**config.mk**
```make
export PLATFORM = sky130hd
export DESIGN_NAME = rf_scoreboard
export DESIGN_NICKNAME = d
export VERILOG_FILES = /design/src/rtl/rf_scoreboard.sv
export SDC_FILE = /design/constraint.sdc
export NUM_CORES = 1
export LEC_CHECK = 0
export ABC_CLOCK_PERIOD_IN_PS = 9300
export BUFFER_PORTS_ARGS = -buffer_cell sky130_fd_sc_hd__buf_4
export CAP_MARGIN = 0
export CORE_UTILIZATION = 65
export CTS_CLUSTER_DIAMETER = 200
export CTS_CLUSTER_SIZE = 30
export DETAILED_ROUTE_END_ITERATION = 8
export PLACE_DENSITY = 0.95
export SETUP_SLACK_MARGIN = 0.1
export SLEW_MARGIN = 15
export SYNTH_ARGS = -nofsm -noshare
export SYNTH_HDL_FRONTEND = slang
export SYNTH_SLANG_ARGS = --single-unit
```
**constraint.sdc**
```tcl
create_clock -name clk -period 9.3 [get_ports clk]
set_input_delay 1.86 -clock clk [delete_from_list [all_inputs] [get_ports clk]]
set_output_delay 1.86 -clock clk [all_outputs]
set_load 0.005 [all_outputs]
```
**src/rtl/rf_scoreboard.sv**
```systemverilog
// rf_scoreboard: 8x16 register file with two bypassed read ports, per-register pending-write scoreboard, decode stall, and sticky halt.
module rf_scoreboard #(
  parameter int NUM_REGS = 8,
  parameter int DATA_W   = 16,
  parameter int CNT_W    = 2
) (
  input  logic                        clk,
  input  logic                        rst_n,
  input  logic                        issue_valid,
  input  logic [$clog2(NUM_REGS)-1:0] issue_rs,
  input  logic [$clog2(NUM_REGS)-1:0] issue_rt,
  input  logic                        issue_use_rs,
  input  logic                        issue_use_rt,
  input  logic                        issue_wr_en,
  input  logic [$clog2(NUM_REGS)-1:0] issue_wr_reg,
  output logic                        stall,
  output logic [DATA_W-1:0]           read1Data,
  output logic [DATA_W-1:0]           read2Data,
  input  logic                        wb_valid,
  input  logic                        wb_wr_en,
  input  logic [$clog2(NUM_REGS)-1:0] wb_wr_reg,
  input  logic [DATA_W-1:0]           writeData,
  input  logic                        wb_halt,
  output logic                        halted,
  output logic                        sb_err
);
  localparam int IDX_W = $clog2(NUM_REGS);
  localparam logic [CNT_W-1:0] CNT_MAX = '1;
  logic [DATA_W-1:0] regs_q [NUM_REGS];
  logic [DATA_W-1:0] regs_d [NUM_REGS];
  logic [CNT_W-1:0]  cnt_q  [NUM_REGS];
  logic [CNT_W-1:0]  cnt_d  [NUM_REGS];
  logic              halted_q, halted_d;
  logic              sb_err_q, sb_err_d;
  logic              wb_fire, accept;
  logic [NUM_REGS-1:0] ret, pend, full, inc;

  assign wb_fire   = wb_valid & wb_wr_en & ~halted_q;
  assign read1Data = (wb_fire && wb_wr_reg == issue_rs) ? writeData : regs_q[issue_rs];
  assign read2Data = (wb_fire && wb_wr_reg == issue_rt) ? writeData : regs_q[issue_rt];
  assign stall     = halted_q | (issue_valid & ((issue_use_rs & pend[issue_rs]) |
                                                (issue_use_rt & pend[issue_rt]) |
                                                (issue_wr_en  & full[issue_wr_reg])));
  assign accept    = issue_valid & ~stall;
  assign halted    = halted_q;
  assign sb_err    = sb_err_q;

  // Per-register retire decode and hazard flags; a same-cycle retire releases one pending write.
  always_comb begin
    for (int i = 0; i < NUM_REGS; i++) begin
      ret[i]  = wb_fire && wb_wr_reg == IDX_W'(i);
      pend[i] = cnt_q[i] > CNT_W'(1) || (cnt_q[i] == CNT_W'(1) && !ret[i]);
      full[i] = cnt_q[i] == CNT_MAX && !ret[i];
    end
  end

  // Next state: register writes, counter inc/dec, underflow error and halt capture.
  always_comb begin
    halted_d = halted_q | (wb_valid & wb_halt);
    sb_err_d = sb_err_q;
    for (int i = 0; i < NUM_REGS; i++) begin
      inc[i]    = accept && issue_wr_en && issue_wr_reg == IDX_W'(i);
      regs_d[i] = ret[i] ? writeData : regs_q[i];
      cnt_d[i]  = (inc[i] && !ret[i]) ? cnt_q[i] + CNT_W'(1) :
                  (ret[i] && !inc[i] && cnt_q[i] != '0) ? cnt_q[i] - CNT_W'(1) : cnt_q[i];
      if (ret[i] && !inc[i] && cnt_q[i] == '0) sb_err_d = 1'b1;
    end
  end

  // State registers with asynchronous clear of all in-flight tracking.
  always_ff @(posedge clk or negedge rst_n) begin
    if (!rst_n) begin
      for (int i = 0; i < NUM_REGS; i++) begin
        regs_q[i] <= '0;
        cnt_q[i]  <= '0;
      end
      halted_q <= 1'b0;
      sb_err_q <= 1'b0;
    end else begin
      for (int i = 0; i < NUM_REGS; i++) begin
        regs_q[i] <= regs_d[i];
        cnt_q[i]  <= cnt_d[i];
      end
      halted_q <= halted_d;
      sb_err_q <= sb_err_d;
    end
  end
endmodule

```
==> results_dict.tcl <==
set metrics [dict create \
    routedWlPerCell_um 24.5 \
    synth_area_um2 9170 \
    gp_congestion 0.993 \
    drtIter0Drc 1192 \
    syn2layout_area_growth_pct 12.4 \
    synth.area.top_cells "dfrtp_1 40%, mux4_2 16%, nand2_1 10%" \
    route.detailed.drc 0 \
    irDropWorstVdd_uv 187 \
    cts_tree "done" \
    postCtsSetupRepairBufs 0 \
    cts_resized 0 \
    avgSynthCellArea_um2 10.3 \
    synth_edf_count 0 \
    max_freq_mhz 153 \
    synth_top_area_cell "dfrtp_1" \
    fp.dieH_um 121 \
    intPower_uw 1210 \
    grt_use_total_pct 39.5 \
    ioPinCount 72 \
    synth-main-ff-cell "dfrtp_1" \
    crit_type "in2out" \
    cts_hold_buf 0 \
    drv_slew 0 \
    htree_num_levels 4 \
    overflow 0 \
    finalSetupViolCount 0 \
    whs_ns 0.508 \
    floorplan.rows 43 \
    grt_max_degree 77 \
    final_common_cell "nand2_1" \
    synth_cell_types 63 \
    grt_pass1_wl_um 42500 \
    seqPwrFrac_pct 42.4 \
    clock_skew_ns 0.0104 \
    io_buffers 71 \
    min_path_type "reg2reg" \
    end_kind "primary output" \
    cts_sinks 146 \
    synth-warning-count 0 \
    leakagePower_uw 0.00490 \
    cts.path.max_buffers 2 \
    hold_depth 2 \
    detail-route-antenna-nets 0 \
    hold_viol_final 0 \
    nFillCells 769 \
    fp.dieW_um 121 \
    die-area_um2 14600 \
    nets 975 \
    route.vias.total 7797 \
    dpl.hpwl_um 15500 \
    antenna-diode-count 0 \
    max-slew-margin-rel_pct 24.0 \
    p_comb_share_pct 15.8 \
    reg2regPathDepth 8 \
    cp.required_ns 7.44 \
    cp_data_arrival_time_ns 4.66 \
    routed_wl_um 27100 \
    yosysTopAreaCellShare_pct 39.9 \
    p_sw_uw 458 \
    syn_nets 949 \
    drv_cap 0 \
    synth-seq-cells 146 \
    clk_latency_ns 0.43 \
    postSynthCellCount 888 \
    root_buffer "clkbuf_16" \
    cts-buffers-inserted 17 \
    synthArstFlopShare_pct 100 \
    power_per_cell_area_nw_per_um2 162 \
    fin_area_um2 10300 \
    crit_fanout 19 \
    rsz0062_at_grt "no" \
    mostFrequentLayoutCells "244 x nand2_1, 146 x dfrtp_1, 78 x buf_4" \
    worst_pin_slew_ns 1.14 \
    start_util_pct 66.3 \
    firstDrtPassIters 5 \
    startpoint_type "primary input" \
    postPlaceCellArea_um2 9700 \
    finalSetupTns_ns 0 \
    min_period_over_period_pct 70.1 \
    drive_above_1_share_pct 27.4 \
    finalCriticalPeriod_ns 6.52 \
    path_clk_slew_ns 0.06 \
    grt_pass1_vias 7936 \
    antenna_found_initial 0 \
    ys_seq_area_share_pct 39.9 \
    swShare_pct 27.5 \
    viasPerCell 7.05 \
    p_clk_share_pct 41.8 \
    outcome "finished clean" \
    coreArea_um2 13800 \
]
cell usage after synthesis, types with 3 or more instances:
library cell / count
a211oi_1: 3
a21boi_1: 5
a21o_1: 3
a21oi_1: 14
a221o_1: 3
a31oi_1: 17
and2_1: 5
and3_1: 5
and4b_1: 3
buf_1: 11
buf_2: 4
buf_4: 4
clkbuf_1: 53
dfrtp_1: 146
ha_1: 24
inv_1: 24
mux2_2: 64
mux2i_1: 38
mux4_2: 64
nand2_1: 244
nand2b_1: 4
nand3_1: 10
nand4_1: 3
nand4b_1: 3
nor2_1: 23
nor2_2: 3
nor2b_1: 5
nor3_1: 5
o21ai_0: 13
o21ai_1: 22
o221ai_1: 6
o31ai_1: 5
xnor2_1: 9
xor2_1: 6
kinds of logic after synthesis:
| kind of cell | after synthesis | share of synthesized area [%] |
|---|---|---|
| AO/OA/AOI/OAI | 109 | 7.73 |
| XOR/XNOR | 15 | 1.43 |
| adder cells (fa/ha/maj) | 24 | 3.28 |
| buffers and inverters | 99 | 4.35 |
| flip-flops | 146 | 39.9 |
| multiplexers | 166 | 27.7 |
| AND/OR/NAND/NOR | 329 | 15.6 |
path summary, 6_finish.rpt:
| check | start | end | slack [ns] |
|---|---|---|---|
| max | wb_wr_reg[0] | stall | 2.78 |
| min reg2reg | regs_q[20]$_DFFE_PN0P_ | regs_q[20]$_DFFE_PN0P_ | 0.51 |
| min | regs_q[20]$_DFFE_PN0P_ | regs_q[20]$_DFFE_PN0P_ | 0.51 |
| max reg2reg | halted$_DFF_PN0_ | sb_err$_DFFE_PN0P_ | 5.50 |
| min in group asynchronous | rst_n | regs_q[105]$_DFFE_PN0P_ | 1.45 |
| max in group asynchronous | rst_n | cnt_q[12]$_DFFE_PN0P_ | 6.47 |
routing by layer:
metal / global-route usage (%) / share of wire [%] / wire, um
met1: 49.6 / 35 / 9590
met2: 60.7 / 47 / 12800
met3: 10.5 / 11 / 2910
met4: 25.8 / 6.6 / 1790
met5: 0 / 0 / 0
through the flow:
step	instances	setup WS, ns	utilization (%)	power (uW)
after CTS	1105	2.51	74.4	1650
final	1106	2.78	74.5	1670
after global placement	1074	2.71	70.2	949
after floorplan	888	3.73	-	875
after global routing	1106	2.67	74.5	1710
after detailed placement	1074	2.57	70.2	964
power by group through the flow:
stage / combinational [uW] / clock (uW) / sequential [uW]
floorplan: 172 / 0 / 703
global placement: 239 / 0 / 709
detailed placement: 251 / 0 / 713
CTS: 257 / 692 / 705
global route: 283 / 720 / 710
finish: 263 / 696 / 707
state kept, by name, summed over array words and instances (netlist names):
| name | cells |
|---|---|
| regs_q | 128 |
| halted | 1 |
| cnt_q | 16 |
| sb_err | 1 |
cell type report:
class,count,area [um^2],area share (%)
multi-input cells,643,5130,49.8
flip-flops and latches,146,3650,35.5
repair buffers,80,608,5.90
clock buffers,18,429,4.16
well taps,180,225,2.19
clock inverters,13,161,1.57
inverters,26,97.6,0.947
critical path, cell delays in order:
cell     delay (ns)
buf_4          0.12
nor2b_1        0.55
nand2_2        0.55
a31oi_1        0.30
a21oi_1        0.13
nor4b_4        0.69
nand2_1        0.11
a21o_1         0.20
buf_4          0.13
No activity file was read; power rests on OpenSTA's default activity.
